[config.mk]
export PLATFORM = sky130hd
export DESIGN_NAME = vdec_hs_cenc_flat
export DESIGN_NICKNAME = d
export VERILOG_FILES = /design/src/rtl/vdec_hs_pkg.sv /design/src/rtl/vdec_hs_cenc_if.sv /design/src/rtl/vdec_hs_cenc_sreg.sv /design/src/rtl/vdec_hs_cenc.sv /design/src/flat_wrapper.sv
export SDC_FILE = /design/constraint.sdc
export NUM_CORES = 1
export LEC_CHECK = 0
export ABC_CLOCK_PERIOD_IN_PS = 1900
export BUFFER_PORTS_ARGS = -buffer_cell sky130_fd_sc_hd__buf_2
export CORE_UTILIZATION = 35
export DETAILED_ROUTE_END_ITERATION = 6
export PLACE_DENSITY = 0.56
export RECOVER_POWER = 50
export SLEW_MARGIN = 20
export SYNTH_ARGS = -nofsm -noshare
export SYNTH_HDL_FRONTEND = slang
export SYNTH_SLANG_ARGS = --single-unit
[constraint.sdc]
create_clock -name clk -period 1.9 [get_ports clk]
set_clock_uncertainty 0.15 [all_clocks]
set_input_delay 0.095 -clock clk [delete_from_list [all_inputs] [get_ports clk]]
set_output_delay 0.095 -clock clk [all_outputs]
set_load 0.1 [all_outputs]
[src/rtl/vdec_hs_pkg.sv]
// Shared constants and types for the HS control-channel K=9, rate-1/3 convolutional encoder.
package vdec_hs_pkg;

    localparam int HS_MAX_BLK  = 29;
    localparam int HS_TAIL_LEN = 8;
    localparam int HS_K        = 9;

    localparam logic [8:0] HS_G0 = 9'o557;
    localparam logic [8:0] HS_G1 = 9'o663;
    localparam logic [8:0] HS_G2 = 9'o711;

    // Generators packed so generate loops can slice HS_GENS[k*HS_K +: HS_K]
    localparam logic [3*HS_K-1:0] HS_GENS = {HS_G2, HS_G1, HS_G0};

    typedef enum logic [1:0] {
        IDLE = 2'd0,
        DATA = 2'd1,
        TAIL = 2'd2,
        FIN  = 2'd3
    } hs_state_t;

endpackage

[src/rtl/vdec_hs_cenc_if.sv]
// Coded-symbol stream between the encoder and rate matching: valid/ready with a 3-bit symbol.
interface vdec_hs_cenc_if;
    logic       sym_valid;
    logic       sym_ready;
    logic [2:0] sym_data;

    modport master (output sym_valid, output sym_data, input sym_ready);
    modport slave  (input sym_valid, input sym_data, output sym_ready);
endinterface

[src/rtl/vdec_hs_cenc_sreg.sv]
// Encoder shift register sr[7:0] (sr[0]=u[t-1]) plus generator taps for the symbol that follows the update.
module vdec_hs_cenc_sreg
    import vdec_hs_pkg::*;
(
    input  logic       clk,
    input  logic       rst,
    input  logic       clr,
    input  logic       en,
    input  logic       u,
    input  logic       u_nxt,
    output logic [2:0] c_nxt
);

    logic [7:0] sr_reg;
    logic [7:0] sr_next;
    logic [8:0] tap_vec;

    always_comb begin
        sr_next = sr_reg;
        if (clr) begin
            sr_next = '0;
        end else if (en) begin
            sr_next = {sr_reg[6:0], u};
        end
    end

    always_ff @(posedge clk or posedge rst) begin
        if (rst) begin
            sr_reg <= '0;
        end else begin
            sr_reg <= sr_next;
        end
    end

    // Align taps with generator bits: bit 8 is the new input, bit 8-j is u[t-j]
    assign tap_vec[8] = u_nxt;
    for (genvar gi = 0; gi < 8; gi++) begin : g_tap
        assign tap_vec[gi] = sr_next[7-gi];
    end

    for (genvar gi = 0; gi < 3; gi++) begin : g_code
        assign c_nxt[gi] = ^(tap_vec & HS_GENS[gi*HS_K +: HS_K]);
    end

endmodule

[src/rtl/vdec_hs_cenc.sv]
// HS control-channel convolutional encoder top: FSM, symbol counter and registered symbol stream.
// Optional status ports start_err/sym_idx are built when HS_CENC_STATUS_EN is defined.
module vdec_hs_cenc
    import vdec_hs_pkg::*;
(
    input  logic        clk,
    input  logic        rst,
    input  logic        start,
    input  logic [28:0] info_bits,
    input  logic [4:0]  codeblk_size,
    output logic        busy,
    output logic        done,
    output logic [5:0]  codeblk_size_p7,
    vdec_hs_cenc_if.master sym
`ifdef HS_CENC_STATUS_EN
    ,
    output logic        start_err,
    output logic [5:0]  sym_idx
`endif
);

    hs_state_t   state_reg;
    logic [28:0] info_reg;
    logic [4:0]  size_reg;
    logic [5:0]  cnt_reg;
    logic [5:0]  p7_reg;
    logic        busy_reg;
    logic        done_reg;
    logic        sym_valid_reg;
    logic [2:0]  sym_data_reg;

    logic        start_acc;
    logic        hs;
    logic [4:0]  size_clamp;
    logic [28:0] info_mask;
    logic        u_nxt;
    logic [2:0]  c_nxt;

    assign start_acc  = start && (state_reg == IDLE);
    assign hs         = sym_valid_reg && sym.sym_ready;
    assign size_clamp = (codeblk_size > 5'(HS_MAX_BLK)) ? 5'(HS_MAX_BLK) : codeblk_size;
    // Bits above the block size are zeroed so shifting info_reg naturally feeds the zero tail
    assign info_mask  = info_bits & ~({29{1'b1}} << size_clamp);
    assign u_nxt      = start_acc ? info_mask[0] : info_reg[1];

    vdec_hs_cenc_sreg u_sreg (
        .clk   (clk),
        .rst   (rst),
        .clr   (start_acc),
        .en    (hs),
        .u     (info_reg[0]),
        .u_nxt (u_nxt),
        .c_nxt (c_nxt)
    );

    always_ff @(posedge clk or posedge rst) begin
        if (rst) begin
            state_reg     <= IDLE;
            info_reg      <= '0;
            size_reg      <= '0;
            cnt_reg       <= '0;
            p7_reg        <= '0;
            busy_reg      <= 1'b0;
            done_reg      <= 1'b0;
            sym_valid_reg <= 1'b0;
            sym_data_reg  <= '0;
`ifdef HS_CENC_STATUS_EN
            start_err     <= 1'b0;
`endif
        end else begin
            done_reg <= 1'b0;
`ifdef HS_CENC_STATUS_EN
            start_err <= start && (state_reg != IDLE);
`endif
            unique case (state_reg)
                IDLE: begin
                    if (start) begin
                        info_reg      <= info_mask;
                        size_reg      <= size_clamp;
                        p7_reg        <= 6'(size_clamp) + 6'd7;
                        cnt_reg       <= '0;
                        busy_reg      <= 1'b1;
                        sym_valid_reg <= 1'b1;
                        sym_data_reg  <= c_nxt;
                        state_reg     <= (size_clamp != '0) ? DATA : TAIL;
                    end
                end
                DATA: begin
                    if (hs) begin
                        info_reg     <= info_reg >> 1;
                        cnt_reg      <= cnt_reg + 6'd1;
                        sym_data_reg <= c_nxt;
                        if (cnt_reg == 6'(size_reg) - 6'd1) begin
                            state_reg <= TAIL;
                        end
                    end
                end
                TAIL: begin
                    if (hs) begin
                        info_reg     <= info_reg >> 1;
                        cnt_reg      <= cnt_reg + 6'd1;
                        sym_data_reg <= c_nxt;
                        if (cnt_reg == 6'(size_reg) + 6'(HS_TAIL_LEN - 1)) begin
                            sym_valid_reg <= 1'b0;
                            state_reg     <= FIN;
                        end
                    end
                end
                FIN: begin
                    done_reg  <= 1'b1;
                    busy_reg  <= 1'b0;
                    state_reg <= IDLE;
                end
                default: state_reg <= IDLE;
            endcase
        end
    end

    assign busy            = busy_reg;
    assign done            = done_reg;
    assign codeblk_size_p7 = p7_reg;
    assign sym.sym_valid   = sym_valid_reg;
    assign sym.sym_data    = sym_data_reg;
`ifdef HS_CENC_STATUS_EN
    assign sym_idx         = cnt_reg;
`endif

endmodule

[src/flat_wrapper.sv]
// flat-port wrapper written by rule: the top's interface ports become plain ports
module vdec_hs_cenc_flat import vdec_hs_pkg::*;
  (clk, rst, start, info_bits, codeblk_size, busy, done, codeblk_size_p7, sym_sym_valid, sym_sym_data, sym_sym_ready);
  vdec_hs_cenc_if sym_i ();
  input  logic clk;
  input  logic rst;
  input  logic start;
  input  logic [28:0] info_bits;
  input  logic [4:0] codeblk_size;
  output logic busy;
  output logic done;
  output logic [5:0] codeblk_size_p7;
  output wire logic [$bits(sym_i.sym_valid)-1:0] sym_sym_valid;
  output wire logic [$bits(sym_i.sym_data)-1:0] sym_sym_data;
  input wire logic [$bits(sym_i.sym_ready)-1:0] sym_sym_ready;
  assign sym_sym_valid = sym_i.sym_valid;
  assign sym_sym_data = sym_i.sym_data;
  assign sym_i.sym_ready = sym_sym_ready;
  vdec_hs_cenc u_core (.clk(clk), .rst(rst), .start(start), .info_bits(info_bits), .codeblk_size(codeblk_size), .busy(busy), .done(done), .codeblk_size_p7(codeblk_size_p7), .sym(sym_i));
endmodule
Word-level counts from Yosys, hierarchy flattened:

Index checks and enable logic that the tools add are counted.

* bits in writable memories: 0
* bits in latches: 0
* input port bits: 38
* logic and storage cells: 71
* register bits after elaboration: 62
* bits in read-only memories: 0
* memories: 0
* output and inout bits: 12

* bitwise operators: 2
* reduce and logical (&&, ||, !) cells: 16
* order comparisons: 1
* shift operators: 1
* muxes and demuxes: 26
* add/sub/neg operators: 4
* multipliers: 0
* equal/unequal tests: 11
* divide/modulo/power cells: 0

Operator list (count)
* $mux W29: 2
* $pmux W29 S2: 1
* $and A29 B29 Y29: 1
* $not A29 Y29: 1
* $shl A29 B5 Y29 const A: 1
* $reduce_xor A9 Y1: 3
* $mux W8: 2
* $add A5 B3 Y6 const B: 2
* $eq A6 B6 Y1: 2
* $mux W2: 6
* $mux W6: 2
* $pmux W6 S2: 1
* $ne A2 B1 Y1 const B: 5
* $pmux W2 S4: 1
* $add A6 B1 Y6 const B: 1
* $mux W3: 2
* $pmux W3 S2: 1
* $reduce_bool A2 Y1: 3
* $sub A5 B1 Y6 const B: 1
* $gt A5 B5 Y1 const B: 1
* $mux W1: 5
* $mux W5: 1
* $reduce_and A5 Y1: 1
* $reduce_bool A5 Y1: 1
* other kinds (10): 14

Longest topological paths before layout:

Gate-level depths: netlist of run 1.

* word-level depth: 9
* depth in mapped cells: 10
* mapped depth without buffers: 8

Cells and area by module:

Synthesis of run 1 repeated with hierarchy kept, for this count alone.

* cells, all modules: 378
* area total of the unflattened synthesis: 3469.6 um^2

Modules (own cells, without submodules)
* vdec_hs_cenc: times used 1, area an instance 2981.6 um^2, sequential area each 1351.3 um^2, cells an instance 335
* vdec_hs_cenc_sreg: times used 1, area an instance 488.0 um^2, sequential area each 200.2 um^2, cells an instance 43

Worst setup path before layout of run 1:

OpenSTA, ideal clock, no wires.

* path kind: flip-flop to flip-flop
* start point: register u_core.sym_valid_reg (netlist: u_core.sym.sym_valid)
* end point: register u_core.sym_data_reg[0] (netlist: u_core.sym.sym_data[0])
* arrival time: 2.301 ns
* period minus slack after synthesis: 2.583 ns
* path slack: -0.683 ns
* required time: 1.618 ns
* library setup time: 0.132 ns
* stages on the path, launching flop included: 8
* path buffers: 1
* cell sequence: dfrtp_1 -> and2_4 -> buf_6 -> mux2i_2 -> xnor3_1 -> mux2i_4 -> xnor2_1 -> o21ai_1

* longest elaborated chain between the ends: 6
* elaborated cells between the ends (all ways): 9
* those cells by class: 1 x eq/ne; 5 x mux; 3 x reduce/logical

Ends and longest elaborated chain
* from (decl): line vdec_hs_cenc.sv:29 `logic sym_valid_reg;`
* from (signal assigned): line vdec_hs_cenc.sv:65 `sym_valid_reg <= 1'b0;`
* from (signal assigned): line vdec_hs_cenc.sv:83 `sym_valid_reg <= 1'b1;`
* from (signal assigned): line vdec_hs_cenc.sv:104 `sym_valid_reg <= 1'b0;`
* $logic_and A1 B1 Y1 *: line vdec_hs_cenc.sv:40 `assign hs = sym_valid_reg && sym.sym_ready;`
* $mux W8: line vdec_hs_cenc_sreg.sv:22 `end else if (en) begin`
* $mux W8: line vdec_hs_cenc_sreg.sv:20 `if (clr) begin`
* $reduce_xor A9 Y1: line vdec_hs_cenc_sreg.sv:42 `assign c_nxt[gi] = ^(tap_vec & HS_GENS[gi*HS_K +: HS_K]);`
* $mux W3, on equally long branches: line vdec_hs_cenc.sv:89, vdec_hs_cenc.sv:99, vdec_hs_cenc.sv:77
* $pmux W3 S2: line vdec_hs_cenc.sv:75 `unique case (state_reg)`
* to (signal assigned): line vdec_hs_cenc.sv:84 `sym_data_reg <= c_nxt;`
* to (signal assigned): line vdec_hs_cenc.sv:92 `sym_data_reg <= c_nxt;`
* to (signal assigned): line vdec_hs_cenc.sv:102 `sym_data_reg <= c_nxt;`
* to (decl): line vdec_hs_cenc.sv:30 `logic [2:0] sym_data_reg;`

Mark *: on every way between the ends. The rest lies on a longest branch, timed or not. The select of a mux whose other input is x is not followed.
A chain may end at the register's enable or synchronous reset.

Worst setup path after layout of run 1:

* start point: register u_core.size_reg[0]
* end point: register u_core.state_reg[0]

* longest elaborated chain between the ends: 4
* elaborated cells between the ends (all ways): 7
* those cells by class: 2 x add/sub; 4 x eq/ne; 1 x reduce/logical

Ends and longest elaborated chain
* from (decl): line vdec_hs_cenc.sv:24 `logic [4:0] size_reg;`
* from (signal assigned): line vdec_hs_cenc.sv:79 `size_reg <= size_clamp;`
* $add A5 B3 Y6 / $sub A5 B1 Y6 (equally long branches): line vdec_hs_cenc.sv:103, vdec_hs_cenc.sv:93
* $eq A6 B6 Y1, on equally long branches: line vdec_hs_cenc.sv:103, vdec_hs_cenc.sv:93
* $ne A2 B1 Y1 (no source line)
* $reduce_and A5 Y1 (no source line) *
* to (signal assigned): line vdec_hs_cenc.sv:85 `state_reg <= (size_clamp != '0) ? DATA : TAIL;`
* to (decl): line vdec_hs_cenc.sv:22 `hs_state_t state_reg;`

Mark *: on every way between the ends. The rest lies on a longest branch, timed or not.

==> metrics, run 1 <==
status finished, violations left; failing checks setup timing; clock transition at the registers of the reported paths about 0.080 ns; Syn Area/Cell 8.80 sq um; CTS tree built; Rel. slew slack 41.1%; Post-synth EDFFs 0; Crit. End Element flop; H-tree lvl count 3; Pre-antenna DRT Iters 4; CTS Root Cell clkbuf_8; gr ovfl total 0; minimum clock period a little over 2 ns; Flop pwr share about a quarter; Cell Area, Synth ~3400 sq um; RSZ-0062 raised after global routing yes; CP delay by family, top simple AND/OR/NAND/NOR gates; Seq/Total Area, Yosys a little under half; crit path max fanout 2; Post-Synthesis Net Count about 430; Yosys cell types between 40 and 50; max FFs per register 29; Setup violations, final 3; VDD IR max ~0.75 mV; starting density of the core between 30% and 40%; WP depth 8; critical path arrival ~2.1 ns; min-delay worst type in -> reg; Compound-Gate Fraction of Synth Area around 18%; initial antenna violation count 0; TNS Setup -0.447 ns; largest family of logic cells by synthesized area simple AND/OR/NAND/NOR gates; number of max-slew violations in the final report 0; worst path cell trace inv_2 > ha_4 > xnor2_2 > nor4_4 > nand2_2 > nor4_4 > o2bb2ai_2 > mux2i_1; CP Class reg -> reg; GPL Wtd Cong roughly 0.8; Worst Path Buf+Inv 1; Tcrit/Tclk final 108%; Rows 35; reg2reg path depth 8; YS warnings 0; Detail Route Antenna Nets 0; most common cell after layout, fill and taps aside nand2_1; I/O pin count 50; Synth Instances around 390; Main synth FF type dfrtp_1; clk buf depth 2; most frequent cells in the layout 70 x nand2_1, 60 x dfrtp_1, 48 x buf_2; die width between 100 and 150 um; Sink Count 62; antenna diode count 0; Skew-Pair Late Insertion Delay ~0.34 ns; max-cap violation count 0; core area just over 9000 sq um; Cell Pwr Density ~1800 nW/um^2; Net Sw Frac roughly 47%; number of synthesized register bits 62; CTS buffer count 9; Syn-to-layout area delta 35.9%; Via density ~5; Routed WL per cell around 15 um; power share of the combinational group about 60%; fin nets 524; share of layout cells above drive strength 1 29.1%; fin cells approximately 610; Switch Pwr approximately 3.9 mW; Worst Tran Pin Value between 0.8 and 0.9 ns; Power Total 8.46 mW; final WL just over 9000 um; largest net degree at the start of global routing 63; DR iter-0 viols between 150 and 200; CP max stage cell dfrtp_1; final hold violations 0; P_leak about 2.1 nW; Simple-Gate Fraction of Synth Area a little under a fifth; vias in the first global route 2971; global-route wire length before repair about 15000 um; port bufs 49; # DRC 0; required time of the worst setup path between 1.5 and 2 ns; via count 3076; setup ws final -0.154 ns; die height just over 100 um; Hold Path Depth 5; CP most frequent cell nor4_4; Post-DP HPWL 6170 um; die area between 10000 and 15000 sq um; placed insts between 500 and 600; mux share of post-synthesis cell area 3.11%; CP max stage delay 0.39 ns; Post-Synth Adder-Cell Area 2.56%; Internal 4.52 mW; Fmax achieved slightly below 0.5 GHz; Total GRT Usage a little under a fifth; Worst setup SP type flop; asr flop ratio synth 100%; Post-Synth XOR/XNOR Area under 10%; Layout Utilization between 40% and 50%; Clock Power Share between 10% and 20%
-- tightest hold or removal path, cell delays in order --
cell,delay (ns)
buf_2,0.09
o21ai_0,0.06
nor2_1,0.05
a21oi_1,0.11
o21ai_1,0.06
-- final timing paths --
check | startpoint | endpoint | slack (ns)
hold reg to reg | u_core.codeblk_size_p7[4] | u_core.codeblk_size_p7[4] | 0.33
min in group asynchronous | rst | u_core.info_reg[11] | 0.42
hold / removal | info_bits[2] | u_core.info_reg[2] | 0.02
setup / recovery | u_core.size_reg[0] | u_core.state_reg[0] | -0.15
setup reg to reg | u_core.size_reg[0] | u_core.state_reg[0] | -0.15
max in group asynchronous | rst | u_core.sym.sym_valid | 0.52
-- synthesized netlist by cell type, drive strengths merged, types with 9 or more instances --
| master | instances | area [sq um] |
|---|---|---|
| inv | 9 | 33.8 |
| nor2 | 27 | 101 |
| dfrtp | 62 | 1550 |
| mux2i | 9 | 106 |
| o21ai | 40 | 200 |
| xnor2 | 15 | 131 |
| clkbuf | 24 | 90.1 |
| xor2 | 11 | 96.3 |
| nand2 | 73 | 277 |
| nand3 | 10 | 50.1 |
| a21oi | 32 | 160 |
-- through the flow --
step | hold slack, ns | setup slack [ns] | area [sq um]
4_1_cts | 0.000150 | -0.269 | 4450
3_5_place_dp | 0.0429 | -0.298 | 4010
2_1_floorplan | 0.0898 | -0.269 | 3440
6_report | 0.0177 | -0.154 | 4640
3_3_place_gp | 0.0452 | -0.157 | 4010
5_1_grt | 0.0426 | -0.252 | 4640
-- routing by layer --
layer	up-vias	global-route usage, %	share of wire [%]
li1	1518	-	-
met1	1480	25.0	45
met2	67	31.0	50
met3	11	2.43	3.2
met4	0	8.25	1.8
met5	-	0	0
-- kinds of logic after synthesis --
group,after synthesis
AO/OA/AOI/OAI,103
AND/OR/NAND/NOR,142
buffers and inverters,37
multiplexers,9
flip-flops,62
adder cells (fa/ha/maj),7
XOR/XNOR,28
-- area by class of cell --
class / instances / area, sq um
Tap cell: 129 / 161
Clock inverter: 6 / 62.6
Fill cell: 892 / 4680
Sequential cell: 62 / 1550
Multi-Input combinational cell: 289 / 1910
Clock buffer: 10 / 128
Inverter: 9 / 33.8
Timing Repair Buffer: 108 / 792
-- power groups by stage --
stage | Sequential (mW) | Combinational [mW] | Clock [mW]
floorplan | 2.95 | 2.47 | 0
global placement | 2.22 | 4.30 | 0
detailed placement | 2.23 | 4.36 | 0
CTS | 2.22 | 4.55 | 1.17
global route | 2.31 | 5.54 | 1.22
finish | 2.25 | 5.07 | 1.14
-- repair_timing --
action                     in CTS  in global routing
setup endpoints to repair      19                 21
gates cloned                    0                  1
pin swaps                       5                 18
hold endpoints to repair       79                  0
setup buffers                   2                  4
hold buffers                   19                  0
gates resized for setup         8                 34
No activity file was read; power rests on OpenSTA's default activity.
==> run 2, diff against run 1 <==
--- a/config.mk
+++ b/config.mk
@@ -5,12 +5,13 @@
 export SDC_FILE = /design/constraint.sdc
 export NUM_CORES = 1
 export LEC_CHECK = 0
-export ABC_CLOCK_PERIOD_IN_PS = 1900
+export ABC_CLOCK_PERIOD_IN_PS = 2200
 export BUFFER_PORTS_ARGS = -buffer_cell sky130_fd_sc_hd__buf_2
 export CORE_UTILIZATION = 35
 export DETAILED_ROUTE_END_ITERATION = 6
-export PLACE_DENSITY = 0.56
+export PLACE_DENSITY = 0.54
 export RECOVER_POWER = 50
+export SETUP_SLACK_MARGIN = 0.1
 export SLEW_MARGIN = 20
 export SYNTH_ARGS = -nofsm -noshare
 export SYNTH_HDL_FRONTEND = slang
==> constraint.sdc (replaced) <==
create_clock -name clk -period 2.2 [get_ports clk]
set_clock_uncertainty 0.15 [all_clocks]
set_input_delay 0.11 -clock clk [delete_from_list [all_inputs] [get_ports clk]]
set_output_delay 0.11 -clock clk [all_outputs]
set_load 0.1 [all_outputs]
==> metrics, run 2 (synthesis gave the netlist of run 1 again) <==
final hold violations 0; starting density of the core ~37%; Switch Pwr 3.18 mW; Fmax achieved 0.482 GHz; P_leak about 1.9 nW; required time of the worst setup path around 2.3 ns; clock transition at the registers of the reported paths approximately 0.07 ns; CP max stage cell ha_1; design area about 4300 sq um; VDD IR max 0.547 mV; Power Total 6.65 mW; # DRC 0; vias in the first global route ~3000; max FFs per register 29; Worst Path Buf+Inv 1; core area 9330 sq um; Routed WL per cell ~15 um; FF-to-FF Start u_core.state_reg[0]; Skew-Pair Late Insertion Delay 0.34 ns; clk buf depth 2; Reg area between 1500 and 2000 sq um; reg2reg path depth 6; Detail Route Antenna Nets 0; Worst setup SP type flop; final hold slack between 0.02 and 0.025 ns; HP Start info_bits[12]; Crit. End Element flop; CTS Root Cell clkbuf_8; I/O pin count 50; Hold Path Depth 4; share of layout cells above drive strength 1 21.6%; DR iter-0 viols 102; final WL ~8900 um; Tcrit/Tclk final 94.3%; number of max-slew violations in the final report 0; fin nets slightly above 500; die width just over 100 um; die area around 10000 sq um; most common cell after layout, fill and taps aside nand2_1; area post-placement ~4000 sq um; minimum clock period between 2 and 2.5 ns; max-cap violation count 0; RSZ-0062 raised after global routing yes; Flop pwr share just under 30%; R2R Path End u_core.cnt_reg[5]; gr ovfl total 0; reg-to-reg slack, setup between 0.1 and 0.15 ns; Pre-antenna DRT Iters 4; CTS buffer count 9; initial antenna violation count 0; Cell Pwr Density 1540 nW/um^2; CP Class reg -> reg; CP delay by family, top simple AND/OR/NAND/NOR gates; global-route wire length before repair 15000 um; worst hold endpoint u_core.info_reg[12]; fillcell total between 900 and 1000; Net Sw Frac ~48%; Sink Count between 60 and 70; critical path arrival 2.19 ns; Clock Power Share 13.8%; largest net degree at the start of global routing 50; Rel. slew slack ~22%; Syn-to-layout area delta 26.1%; CTS tree built; min-delay worst type in -> reg; die height approximately 100 um; H-tree lvl count 3; status completed; Rows 35; crit path max fanout 4; most frequent cells in the layout 71 x nand2_1, 61 x dfrtp_1, 47 x buf_2; TNS Setup 0 ns; via count 2959; setup ws final approximately 0.12 ns; placed insts ~560; GPL Wtd Cong about 0.76; Post-DP HPWL slightly above 6000 um; Worst Tran Pin Value approximately 1.2 ns; multi-input logic area roughly 1800 sq um; CP max stage delay 0.40 ns; power share of the combinational group 57.1%; Setup violations, final 0; Total GRT Usage roughly a fifth; Layout Utilization a little under half; port bufs a little under 50; Via density around 5; worst path cell trace inv_1 > ha_1 > a211oi_4 > nand4_1 > or3_1 > a21oi_1; fin cells 592; pre-CTS setup slack slightly above 0.06 ns; antenna diode count 0; Internal approximately 3.5 mW
run 2: cell count changes in the layout (fill, tap and decap cells not counted), sizes merged:
cell,delta
clkinvlp,+2
clkbuf,+3
clkinv,-4
buf,-19
dlygate4sd3,-2
bufinv,-1
run 2: repair_timing:
item / in CTS / in global routing
endpoints found under the setup margin: 2 / 38
pin swaps: 1 / 2
hold buffers: 17 / 0
endpoints found under the hold margin: 50 / 0
buffers inserted: 0 / 3
gates resized for setup: 2 / 11
run 2: power by group through the flow:
stage,Sequential [mW],Clock (mW),Combinational [mW]
after floorplan,2.55,0,2.10
after global placement,1.94,0,3.58
after detailed placement,1.95,0,3.63
after CTS,1.94,0.932,3.70
after global routing,2.00,0.974,4.20
final,1.94,0.915,3.79
run 2: how the worst max path moves through the flow:
stage / startpoint / to / depth (start not counted)
global placement: u_core.size_reg[1] / u_core.state_reg[1] / 8
floorplan: u_core.sym.sym_valid / u_core.sym.sym_data[0] / 7
detailed placement: u_core.size_reg[1] / u_core.state_reg[0] / 8
CTS: u_core.size_reg[1] / u_core.state_reg[0] / 8
finish: u_core.state_reg[0] / u_core.cnt_reg[5] / 6
global route: u_core.size_reg[1] / u_core.state_reg[1] / 8
run 2: cell type report:
type	count	share of cell area [%]
repair buffers	88	14.0
multi-input cells	289	41.4
inverters	9	0.784
well taps	129	3.75
clock inverters	3	0.465
clock buffers	12	3.60
flip-flops and latches	62	36.0
run 2: tightest hold or removal path, cell delays in order:
cell      delay, ns
buf_2          0.10
o21ai_0        0.06
o211ai_1       0.10
o21a_1         0.11
run 2: per-layer routing:
metal	track usage [%]	vias to the layer above	wire length (um)
met5	0	-	0
met4	7.02	0	149
met3	4.09	13	356
met2	31.3	63	4200
met1	25.8	1405	4150
li1	-	1478	-
